## config.mk

```make
export PLATFORM = sky130hd
export DESIGN_NAME = temporal_ema_filter
export DESIGN_NICKNAME = d
export VERILOG_FILES = /design/src/rtl/temporal_filter_pkg.sv /design/src/rtl/temporal_ema_channel.sv /design/src/rtl/temporal_ema_filter.sv
export SDC_FILE = /design/constraint.sdc
export NUM_CORES = 1
export LEC_CHECK = 0
export CORE_AREA = 3 3 148 150
export DETAILED_ROUTE_END_ITERATION = 10
export DIE_AREA = 0 0 151 153
export GPL_TIMING_DRIVEN = 0
export PLACE_DENSITY = 0.74
export SYNTH_ARGS = -nofsm -noshare
export SYNTH_HDL_FRONTEND = slang
export SYNTH_SLANG_ARGS = --single-unit
```

## constraint.sdc

```tcl
create_clock -name clk -period 14.1 [get_ports clk]
set_clock_uncertainty 0.05 [all_clocks]
set_input_delay 2.115 -clock clk [delete_from_list [all_inputs] [get_ports clk]]
set_output_delay 2.115 -clock clk [all_outputs]
set_load 0.005 [all_outputs]
```

## src/rtl/temporal_filter_pkg.sv

```systemverilog
// Shared constants and types for the temporal pixel filters.
// Mode encodings, default frame geometry, stage metadata struct.
// Counter/address width helper used when sizing position counters.
package temporal_filter_pkg;

  localparam logic [1:0] MODE_BYPASS = 2'd0;
  localparam logic [1:0] MODE_EMA    = 2'd1;
  localparam logic [1:0] MODE_RESEED = 2'd2;

  localparam int DEF_IMG_W = 640;
  localparam int DEF_IMG_H = 480;

  // Per-beat control carried alongside the pixel from S1 into S2.
  typedef struct packed {
    logic       sop;
    logic       eop;
    logic       wr;   // beat is in range and its result is written back
    logic       ema;  // beat takes the filtered value instead of the input
    logic [2:0] k;
  } s1_meta_t;

  // Bits needed to index n distinct values (at least 1).
  function automatic int addr_width(input int n);
    return (n > 1) ? $clog2(n) : 1;
  endfunction

endpackage

```

## src/rtl/temporal_ema_channel.sv

```systemverilog
// One colour channel of the EMA update: new = old + round((in - old) / 2^k).
// Latency: purely combinational.
// Backpressure: none; the parent pipeline freezes its inputs.
module temporal_ema_channel #(
  parameter int DATA_W = 8
) (
  input  logic [DATA_W-1:0] old_val,
  input  logic [DATA_W-1:0] in_val,
  input  logic [2:0]        k,
  output logic [DATA_W-1:0] new_val
);

  // Two guard bits: one for the sign of the difference, one so the
  // rounding offset (up to 2^6) cannot overflow a full-scale step.
  logic signed [DATA_W+1:0] diff;
  logic signed [DATA_W+1:0] rnd;
  logic signed [DATA_W+1:0] step;

  // Signed difference, round-half-up offset, arithmetic shift, add back.
  always_comb begin
    diff = $signed({2'b00, in_val}) - $signed({2'b00, old_val});
    rnd  = '0;
    if (k != 3'd0) begin
      rnd = (DATA_W+2)'(1) << (k - 3'd1);
    end
    step    = (diff + rnd) >>> k;
    // The result is bounded by old and in, so the low bits of the sum are exact.
    new_val = old_val + step[DATA_W-1:0];
  end

endmodule

```

## src/rtl/temporal_ema_filter.sv

```systemverilog
// Per-pixel temporal EMA over frames, history held in an external sync RAM.
// Latency: 2 cycles accept-to-out_valid (S1 read issue, S2 compute/write/output).
// Backpressure: whole pipeline stalls when out_valid && !out_ready; in_ready = advance.
module temporal_ema_filter
  import temporal_filter_pkg::*;
#(
  parameter int DATA_W    = 8,
  parameter int CHANNELS  = 3,
  parameter int IMG_W     = DEF_IMG_W,
  parameter int IMG_H     = DEF_IMG_H,
  parameter int ADDR_W    = 19,
  parameter int K_DEFAULT = 2
) (
  input  logic                       clk,
  input  logic                       rst,
  input  logic [1:0]                 mode,
  input  logic [2:0]                 k_shift,
  input  logic                       in_valid,
  output logic                       in_ready,
  input  logic [CHANNELS*DATA_W-1:0] in_data,
  input  logic                       in_sop,
  input  logic                       in_eop,
  output logic                       out_valid,
  input  logic                       out_ready,
  output logic [CHANNELS*DATA_W-1:0] out_data,
  output logic                       out_sop,
  output logic                       out_eop,
  output logic                       mem_rd_en,
  output logic [ADDR_W-1:0]          mem_rd_addr,
  input  logic [CHANNELS*DATA_W-1:0] mem_rd_data,
  output logic                       mem_wr_en,
  output logic [ADDR_W-1:0]          mem_wr_addr,
  output logic [CHANNELS*DATA_W-1:0] mem_wr_data
);

  localparam int PIX_W = CHANNELS * DATA_W;
  localparam int X_W   = addr_width(IMG_W);
  // y saturates at IMG_H so that long frames stay out of range.
  localparam int Y_W   = addr_width(IMG_H + 1);
  localparam logic [X_W-1:0] X_LAST = X_W'(IMG_W - 1);
  localparam logic [Y_W-1:0] Y_LAST = Y_W'(IMG_H - 1);
  localparam logic [Y_W-1:0] Y_END  = Y_W'(IMG_H);

  logic              adv;
  logic              acc;
  logic [X_W-1:0]    x_cnt, cur_x;
  logic [Y_W-1:0]    y_cnt, cur_y;
  logic [ADDR_W-1:0] addr_cnt, cur_addr;
  logic              seen_sop;
  logic              primed;
  logic [1:0]        act_mode, cur_mode, sop_mode;
  logic [2:0]        act_k, cur_k;
  logic              in_range;
  logic              at_last;
  s1_meta_t          meta_nxt;

  logic              s1_vld;
  logic [PIX_W-1:0]  s1_dat;
  logic [ADDR_W-1:0] s1_addr;
  s1_meta_t          s1_meta;

  logic [PIX_W-1:0]  ema_dat;
  logic [PIX_W-1:0]  res_dat;

  assign adv         = !out_valid || out_ready;
  assign in_ready    = adv;
  assign acc         = in_valid && adv;
  // Gated by rst so no read is issued while the block is held in reset.
  assign mem_rd_en   = acc && rst;
  assign mem_rd_addr = cur_addr;
  // Reserved mode 3 collapses to bypass when latched.
  assign sop_mode    = (mode == MODE_EMA || mode == MODE_RESEED) ? mode : MODE_BYPASS;

  // Position, frame settings and S1 control for the beat currently offered.
  always_comb begin
    cur_x    = in_sop ? '0 : x_cnt;
    cur_y    = in_sop ? '0 : y_cnt;
    cur_addr = in_sop ? '0 : addr_cnt;
    cur_mode = in_sop ? sop_mode : act_mode;
    cur_k    = in_sop ? k_shift : act_k;
    in_range = (in_sop || seen_sop) && (cur_y < Y_END);
    at_last  = in_range && (cur_x == X_LAST) && (cur_y == Y_LAST);
    meta_nxt     = '0;
    meta_nxt.sop = in_sop;
    meta_nxt.eop = in_eop;
    meta_nxt.wr  = in_range && (cur_mode != MODE_BYPASS);
    meta_nxt.ema = in_range && (cur_mode == MODE_EMA) && primed;
    meta_nxt.k   = cur_k;
  end

  // Frame position counters, latched frame settings and the primed flag.
  always_ff @(posedge clk or negedge rst) begin
    if (!rst) begin
      x_cnt    <= '0;
      y_cnt    <= '0;
      addr_cnt <= '0;
      seen_sop <= 1'b0;
      primed   <= 1'b0;
      act_mode <= MODE_BYPASS;
      act_k    <= 3'(K_DEFAULT);
    end else if (acc) begin
      x_cnt    <= (cur_x == X_LAST) ? '0 : cur_x + X_W'(1);
      y_cnt    <= ((cur_x == X_LAST) && (cur_y != Y_END)) ? cur_y + Y_W'(1) : cur_y;
      addr_cnt <= in_range ? cur_addr + ADDR_W'(1) : cur_addr;
      seen_sop <= seen_sop || in_sop;
      if (in_sop) begin
        act_mode <= sop_mode;
        act_k    <= k_shift;
      end
      // A complete filtering frame primes; any other eop length unprimes.
      if (in_eop) begin
        primed <= at_last && (cur_mode != MODE_BYPASS);
      end else if (in_sop && (sop_mode == MODE_BYPASS)) begin
        primed <= 1'b0;
      end
    end
  end

  // S1: hold the accepted beat while its history word is being read.
  always_ff @(posedge clk or negedge rst) begin
    if (!rst) begin
      s1_vld  <= 1'b0;
      s1_dat  <= '0;
      s1_addr <= '0;
      s1_meta <= '0;
    end else if (adv) begin
      s1_vld  <= in_valid;
      s1_dat  <= in_data;
      s1_addr <= cur_addr;
      s1_meta <= meta_nxt;
    end
  end

  genvar c;
  generate
    for (c = 0; c < CHANNELS; c++) begin : g_chan
      temporal_ema_channel #(
        .DATA_W (DATA_W)
      ) u_chan (
        .old_val (mem_rd_data[c*DATA_W +: DATA_W]),
        .in_val  (s1_dat[c*DATA_W +: DATA_W]),
        .k       (s1_meta.k),
        .new_val (ema_dat[c*DATA_W +: DATA_W])
      );
    end
  endgenerate

  assign res_dat = s1_meta.ema ? ema_dat : s1_dat;

  // S2: register the output beat and issue a single-cycle write-back.
  always_ff @(posedge clk or negedge rst) begin
    if (!rst) begin
      out_valid   <= 1'b0;
      out_data    <= '0;
      out_sop     <= 1'b0;
      out_eop     <= 1'b0;
      mem_wr_en   <= 1'b0;
      mem_wr_addr <= '0;
      mem_wr_data <= '0;
    end else begin
      mem_wr_en <= 1'b0;
      if (adv) begin
        out_valid   <= s1_vld;
        out_data    <= res_dat;
        out_sop     <= s1_vld && s1_meta.sop;
        out_eop     <= s1_vld && s1_meta.eop;
        mem_wr_en   <= s1_vld && s1_meta.wr;
        mem_wr_addr <= s1_addr;
        mem_wr_data <= res_dat;
      end
    end
  end

endmodule

```

==> results of run 1 <==
==> through the flow <==
stage                     std cells  utilization (%)
after CTS                      1686            61.60
after detailed placement       1654            58.76
after global routing           1686            61.60
after global placement         1653            58.62
after floorplan                1228                -
final                          1686            61.60
==> logic make-up after synthesis <==
group                      Yosys count  synth area share, %
buffers and inverters              139                5.910
muxes                               62                6.925
other                                1              0.03622
xor gates and xnor gates            72                6.164
and+or+nand+nor                    489                20.97
DFF                                143                34.58
adders and majority gates           84                10.80
AOI/OAI and AO/OA                  236                14.61
==> cell type report <==
class | instances | share of cell area, %
multi-input combinational | 946 | 48.09
sequential | 143 | 27.91
timing repair buffer | 151 | 11.93
clock buffer | 17 | 3.316
buffer | 72 | 2.809
tap | 275 | 2.682
inverter | 67 | 1.961
clock inverter | 15 | 1.307
==> synthesized netlist by cell type, drive strengths merged (3+ instances only) <==
cell type  count  share of area (%)
a21o          18                1.3
or3            6               0.41
nor3b          6               0.44
nor4           6               0.36
nand3         23                1.1
xor2          36                3.1
o41ai          5               0.42
nor3          19               0.92
fa             9                1.7
dfrtp        142                 34
a21oi         52                2.5
o31ai          5               0.50
ha            75                9.1
nand4         12               0.73
nand2b        11               0.74
mux2i         33                3.2
inv           67                2.4
o21a          10               0.73
o21ai         85                4.1
nor2          64                2.3
buf           37                2.2
clkbuf        35                1.3
nand2        289                 10
xnor2         36                3.0
or4            3               0.22
mux2          24                2.6
and3           8               0.48
o22ai          7               0.42
o21bai         6               0.44
o31a           4               0.34
mux4           5                1.1
and2           4               0.24
o211ai         4               0.29
a211oi        15                1.1
nor2b         28                1.7
==> sequential cells by signal (all words and copies together) (netlist names), 7 cells and up <==
signal and flops:
addr_cnt 19, mem_wr_addr 19, out_data 24, s1_addr 19
s1_dat 24, s1_meta 7, x_cnt 10, y_cnt 9
==> report_power, final <==
group | switching, mW | internal (mW)
Clock | 0.207 | 0.252
Combinational | 0.542 | 0.463
Sequential | 0.0390 | 0.451
Total | 0.788 | 1.17
==> layer usage <==
layer  vias up  global-route usage [%]
met1      4524                   35.30
met2       265                   43.98
li1       4530                       -
met4         0                   6.693
met3        40                   4.269
met5         -                       0
==> critical path, stage by stage <==
cell,delay [ns]
clkdlybuf4s50_1,0.54
inv_1,0.10
ha_1,0.30
a21o_1,0.18
a21o_1,0.19
a21o_1,0.18
a21oi_1,0.25
xnor2_1,0.17
ha_1,0.29
o21a_1,0.22
o21ai_0,0.30
o2bb2ai_1,0.17
xor2_1,0.23
mux2i_1,0.19
mux4_2,0.55
ha_1,0.30
a21oi_1,0.19
o211ai_1,0.16
o41ai_1,0.39
xnor2_1,0.18
a2111oi_0,0.32
nor3_1,0.11
==> path summary, 6_finish.rpt <==
| kind | start | endpoint | slack, ns | cells after the start |
|---|---|---|---|---|
| worst max register to register | s1_meta[0] | out_data[15] | 8.15 | 21 |
| worst min register to register | s1_addr[6] | s1_addr[6] | 0.42 | 2 |
| min in group asynchronous | rst | addr_cnt[13] | 1.64 | 1 |
| max in group asynchronous | rst | act_k[1] | 11.52 | 2 |
| worst min-delay path | s1_addr[6] | s1_addr[6] | 0.42 | 2 |
| worst max-delay path | mem_rd_data[17] | out_data[23] | 6.70 | 22 |
==> results.toml, run 1 <==
[global_routing]
gr-total-overflow = 0
grt_start_max_net_pins = 79
antenna_found_initial = 0
grt_pass1_wl_um = 47710
track_usage_pct = 26.20
grt_pass1_vias = 9082

[final_layout]
nFillCells = 1875
ff_latch_area_um2 = 3580
synthToLayoutAreaGrowth_pct = 23.91
stdcell_area_um2 = 12830
antennaDiodeCount = 0
final_cell_mix = "nand2_1, clkdlybuf4s50_1, dfrtp_1, o21ai_0, ha_1"
drive_above_1_share_pct = 7.229
layout_commonest_cell = "nand2_1"
multi_input_area_um2 = 6168
fin_nets = 1541

[power_and_ir_drop]
power_density_nw_per_um2 = 152.4
finalPower_mw = 1.955
vdd_drop_max_uv = 100.4
p_leak_nw = 5.897

[synthesis]
synth_area_per_cell_um2 = 8.444
synth_seq_cells = 143
yosysWarnings = 0
ys_types = 71
synthCells = 1226
synth-edff-count = 0
ys_seq_area_share_pct = 34.58
ys_async_sr_fraction_pct = 100.0
ys.flop_type = "dfrtp_1"
netlist_area_um2 = 10350

[timing]
tightest_slew_ns = 0.9065
clock.fmax_mhz = 135.2
fin_crit_sh_pct = 52.45
hold_viol = 0
setup_violations = 0
relSlewSlack_pct = 39.57
worst_slack_ns = 6.705
final-max-slew-violation-count = 0
fin_hold_ws_ns = 0.4160
finalSetupTns_ns = 0
fin_crit_ns = 7.395
rsz0062_at_grt = "false"

[clocking]
insertion_delay_ns = 0.43
ctsHoldBuffers = 0
cts_max_level = 4
clkTransAtPathRegs_ns = 0.07
root_buffer = "clkbuf_16"
cts_tree = "done"
clock_sinks = 143
cts_max_path_buffers = 2
post-cts-setup-buffer-count = 0
numCtsBuffers = 17
post_cts_resized = 0

[setup_path]
start_kind = "input pin"
cp-end-kind = "flip-flop"
cp.arrival_ns = 7.65
path_max_fanout = 5
crit_type = "input pin to flip-flop"
required_ns = 14.35

[hold_path]
hp-class = "flip-flop to flip-flop"

[route]
dr_wl_met3_um = 1545
ant_nets = 0
drtPass1Iterations = 5
top_layer_used = "met4"
wl_per_cell_um = 17.83
routed_via_density = 5.551
vias = 9359
drt_wl_total_um = 30060
wl_met2_um = 15010
met1_length_um = 12940
drtIter0Drc = 743
drc = 0

[placed_design]
dpl_cell_area_um2 = 12230
globalplace.congestion = 0.9416
dp_hpwl_um = 23150
io_buffers = 150
dp_slack_ns = 6.279

[floorplanning]
die_w_um = 151
start_util_pct = 49.72
die_y_um = 153
ioPinCount = 151
core_area_um2 = 20820
fp.dieArea_um2 = 23100
rows = 53

[status]
status = "finished clean"

[job]
drv_cap = 0
(Power assumes the default switching activity.)
==> run 2, diff against run 1 <==
Clock period 14.1 ns to 7.7 ns, I/O delays scaled along.
==> results of run 2 <==
Same layout as run 1 (identical final DEF). Status: finished clean.
Main changes from that run: setup slack after placement 6.279 ns -> 0.8392 ns; setup slack after layout 6.705 ns -> 1.265 ns; register-to-register setup slack 8.15 ns -> 1.75 ns; total power 1.955 mW -> 3.579 mW; worst IR drop on VDD 100.4 uV -> 183.9 uV
==> variant 1 (config.mk and constraints of run 2) <==
Add an input register stage for `mode`; this delays it by one clock. The other inputs are not delayed to match.
--- a/src/rtl/temporal_ema_filter.sv
+++ b/src/rtl/temporal_ema_filter.sv
@@ -43,2 +43,8 @@
 
+  logic [1:0] mode_q;
+
+  always_ff @(posedge clk) begin
+    mode_q <= mode;
+  end
+
   logic              adv;
@@ -71,3 +77,3 @@
   // Reserved mode 3 collapses to bypass when latched.
-  assign sop_mode    = (mode == MODE_EMA || mode == MODE_RESEED) ? mode : MODE_BYPASS;
+  assign sop_mode    = (mode_q == MODE_EMA || mode_q == MODE_RESEED) ? mode_q : MODE_BYPASS;
 
Behaviour: not the same (a bounded check fails within 4 cycles, from zero or initial values and one cycle with rst low).
==> variant 1 against run 2 <==
- synthesized cell count shrank 0.24%
- non-clock buffer count is the same
- total power grew 2.2%
- die area is the same
- clock power grew 5.2%
- fmax shrank 0.58%
- sequential power grew 2%
- synthesized area grew 0.53%
- sequential cell count grew 2
- wire length grew 2.0%
- final area grew 0.74%
- setup slack lost 0.037 ns
- critical endpoint is now out_data[15]$_DFFE_PN0N_
==> variant 1: results (changes against run 2) <==
RePlAce Congestion: 0.901 (was 0.942)
Post-synth top cells: nand2_1, dfrtp_1, ha_1, o21ai_0, inv_1 (was nand2_1, dfrtp_1, o21ai_0, ha_1, inv_1)
Initial DRC count: 719 (was 743)
Via density: 5.58 (was 5.55)
Placed Area: 0.0123 mm2 (was 0.0122 mm2)
Seq area share: 28.0% (was 27.9%)
Hold Crit Start: mem_wr_addr[0]$_DFFE_PN0N_ (was s1_addr[6]$_DFFE_PN0N_)
WHS: 0.415 ns (was 0.416 ns)
Largest net degree at the start of global routing: 80 (was 79)
Post-synthesis mux area share: 7.24% (was 6.93%)
Nets: 1538 (was 1541)
Reg2reg start: s1_meta[2]$_DFFE_PN0N_ (was s1_meta[0]$_DFFE_PN0N_)
Static Leak: 5.88 nW (was 5.90 nW)
Met1 WL: 12600 um (was 12900 um)
Crit Path Max Fanout: 7 (was 5)
Clock transition at path regs: 0.06 ns
Wire length on met2: 15600 um (was 15000 um)
Pre-Repair DR Iteration Count: 5 (unchanged)
Sequential Area: 0.00362 mm2 (was 0.00358 mm2)
Total GRT Usage: 26.8% (was 26.2%)
Sequential cells: 145 (was 143)
Syn avg cell area: 8.51 um2 (was 8.44 um2)
Critical path's slowest cell: clkdlybuf4s50_1 (was mux4_2)
Worst reg-to-reg setup slack: 1.60 ns (was 1.75 ns)
Synth Area in Adders: 10.7% (was 10.8%)
XOR/XNOR Fraction of Synth Area: 6.06% (was 6.16%)
FILL cells: 1781 (was 1875)
Non-filler cells, final: 1682 (was 1686)
Max layer used: met5 (was met4)
Hold Path End: mem_wr_addr[0]$_DFFE_PN0N_ (was s1_addr[6]$_DFFE_PN0N_)
First-pass GRT wire length: 49100 um (was 47700 um)
Number of signal-net buffers in the layout: 223 (unchanged)
Buffering overhead: 14.6% (was 14.7%)
Clkbuf count: 19 (was 17)
Dominant cells by area after synthesis: dfrtp_1, nand2_1, ha_1, mux2i_1, o21ai_0 (was dfrtp_1, nand2_1, ha_1, o21ai_0, mux2i_1)
Delay of the slowest critical-path stage: 0.51 ns (was 0.55 ns)
Number of global-route vias before repair: 9356 (was 9082)
Multi-In Gates: 941 (was 946)
Fraction of layout instances using a drive strength above 1: 7.11% (was 7.23%)
Clock-cell share of area: 4.90% (was 4.62%)
Ys async rst share: 98.6% (was 100%)
Outcome: completed (unchanged)
Reg2reg path depth: 20 (was 21)
Worst slack at placement: 0.801 ns (was 0.839 ns)
Antenna violations before repair: 1 (was 0)
Max Fclk: 154 MHz (was 155 MHz)
Max_slew headroom: 42.6% (was 39.6%)
Routed wl met3: 1750 um (was 1550 um)
HPWL Detailed: 23800 um (was 23100 um)
Fraction of area in multi-input gates: 47.9% (was 48.1%)
Sequential area share after synthesis: 34.8% (was 34.6%)
CP Launch Point: mem_rd_data[8] (was mem_rd_data[17])
Compound-Gate Fraction of Synth Area: 14.7% (was 14.6%)
VDD IR max: 0.138 mV (was 0.184 mV)
H-tree lvl count: 4 (unchanged)
WL/cell: 18.2 um (was 17.8 um)
CTS buffer count: 17 (unchanged)
-- variant 1: power breakdown --
part	switching, W	internal (W)	total [W]
clock network	0.000326	0.000560	0.000885
registers	0.0000735	0.000837	0.000910
logic	0.00102	0.000846	0.00186
total	0.00142	0.00224	0.00366
-- variant 1: logic make-up (layout without fill, tap and decap cells) --
logic type               after synthesis  count (layout)
AO/OA/AOI/OAI                        238             238
adder cells (fa/ha/maj)               84              84
other                                  1               3
buffers and inverters                139             321
AND/OR/NAND/NOR                      477             477
XOR/XNOR                              72              72
multiplexers                          67              67
flip-flops                           145             145
-- variant 1: tightest hold or removal path: cells and delay by family, from the launching register on --
| kind | cells | cell delay (ns) |
|---|---|---|
| flip-flops | 1 | 0.34 |
| AND/OR/NAND/NOR | 2 | 0.10 |
-- variant 1: per-layer routing --
| metal | up-vias | global-route usage, % |
|---|---|---|
| li1 | 4527 | - |
| met3 | 51 | 4.48 |
| met1 | 4463 | 34.3 |
| met5 | - | 0 |
| met4 | 2 | 7.86 |
| met2 | 344 | 46.4 |
==> variant 2 (config.mk and constraints of run 2) <==
Made on the original files. Change the parameter `ADDR_W` from 19 to 27.
--- a/src/rtl/temporal_ema_filter.sv
+++ b/src/rtl/temporal_ema_filter.sv
@@ -10,3 +10,3 @@
   parameter int IMG_H     = DEF_IMG_H,
-  parameter int ADDR_W    = 19,
+  parameter int ADDR_W    = 27,
   parameter int K_DEFAULT = 2
Ports: changed (resized mem_rd_addr and mem_wr_addr); port bits go from 151 to 167. The function was not compared with the original's and may differ.
==> variant 2 against run 2 <==
- setup slack better by 0.12 ns
- total power up 3.8%
- via count up 8.8%
- synthesized area up 10%
- sequential cell count up 24
- wire length up 7.8%
- final area up 9.8%
- critical path type unchanged
- largest power group unchanged
- highest routed layer is now met5
==> variant 2: results (changes against run 2) <==
Outcome: completed (unchanged)
Unique cell type count in the Yosys netlist: 77 (was 71)
Fraction of layout instances using a drive strength above 1: 6.12% (was 7.23%)
Max layer used: met5 (was met4)
Pre-Repair DR Iteration Count: 6 (was 5)
Compound-Gate Fraction of Synth Area: 13.2% (was 14.6%)
Sequential area share after synthesis: 36.7% (was 34.6%)
Total GRT Usage: 28.5% (was 26.2%)
VDD IR max: 0.166 mV (was 0.184 mV)
Buffering overhead: 14.9% (was 14.7%)
Dominant cells by area after synthesis: dfrtp_1, nand2_1, ha_1, xor2_1, mux2i_1 (was dfrtp_1, nand2_1, ha_1, o21ai_0, mux2i_1)
Worst slew pin tran: 0.895 ns (was 0.906 ns)
Area of the mapped netlist: 0.0114 mm2 (was 0.0104 mm2)
Initial DRC count: 795 (was 743)
Via density: 5.57 (was 5.55)
Post-synth top cells: nand2_1, dfrtp_1, ha_1, o21ai_0, inv_1 (was nand2_1, dfrtp_1, o21ai_0, ha_1, inv_1)
Clk pwr share: 24.9% (was 23.5%)
Most used flip-flop cell after synthesis: dfrtp_1 (unchanged)
Number of signal-net buffers in the layout: 251 (was 223)
Antenna violations before repair: 2 (was 0)
HPWL Detailed: 24500 um (was 23100 um)
Synth Area in Adders: 9.81% (was 10.8%)
FILL cells: 1784 (was 1875)
Worst slack at placement: 0.972 ns (was 0.839 ns)
Post-route design area: 0.0141 mm2 (was 0.0128 mm2)
Top cell type's share of synthesized area: 36.4% (was 34.3%)
Number of global-route vias before repair: 9958 (was 9082)
Crit Path Max Fanout: 7 (was 5)
Multi-input logic area: 0.00657 mm2 (was 0.00617 mm2)
Gate count after technology mapping: 1351 (was 1226)
Clock-cell share of area: 4.58% (was 4.62%)
Num Clock Sinks: 167 (was 143)
Tot Pwr: 0.00371 W (was 0.00358 W)
Crit path DAT: 6.57 ns (was 6.69 ns)
Maximum clock insertion buffer count: 2 (unchanged)
XOR/XNOR Fraction of Synth Area: 6.50% (was 6.16%)
Nets: 1682 (was 1541)
Biggest regs: addr_cnt (27), mem_wr_addr (27), s1_addr (27) (was out_data (24), s1_dat (24))
Placed Area: 0.0134 mm2 (was 0.0122 mm2)
Non-filler cells, final: 1827 (was 1686)
P_sw: 0.00149 W (was 0.00144 W)
Delay of the slowest critical-path stage: 0.53 ns (was 0.55 ns)
Seq. pwr: 0.00102 W (was 0.000896 W)
Largest net degree at the start of global routing: 94 (was 79)
I/O Buffers: 166 (was 150)
Static Leak: 6.63 nW (was 5.90 nW)
Post-synthesis mux area share: 5.37% (was 6.93%)
Final WL: 32400 um (was 30100 um)
## variant 2: cell types whose count changed after synthesis, sizes merged, moves of 6 or more
cell / delta
nor2b: +6
nand3: +8
xor2: +14
nand2: +66
nor2: -8
o21ai: -10
a21o: +7
mux2i: +9
and2: +6
mux2: -9
dfrtp: +24
clkbuf: +12
## variant 2: path summary, 6_finish.rpt
| kind | from | endpoint | slack [ns] |
|---|---|---|---|
| setup / recovery | mem_rd_data[17] | out_data[22]$_DFFE_PN0N_ | 1.39 |
| hold / removal | s1_addr[19]$_DFFE_PN0N_ | mem_wr_addr[19]$_DFFE_PN0N_ | 0.42 |
| setup reg to reg | s1_meta[1]$_DFFE_PN0N_ | out_data[15]$_DFFE_PN0N_ | 1.96 |
| hold reg to reg | s1_addr[19]$_DFFE_PN0N_ | mem_wr_addr[19]$_DFFE_PN0N_ | 0.42 |
| max in group asynchronous | rst | act_k[1]$_DFFE_PN1P_ | 6.01 |
| min in group asynchronous | rst | s1_dat[9]$_DFFE_PN0N_ | 0.67 |
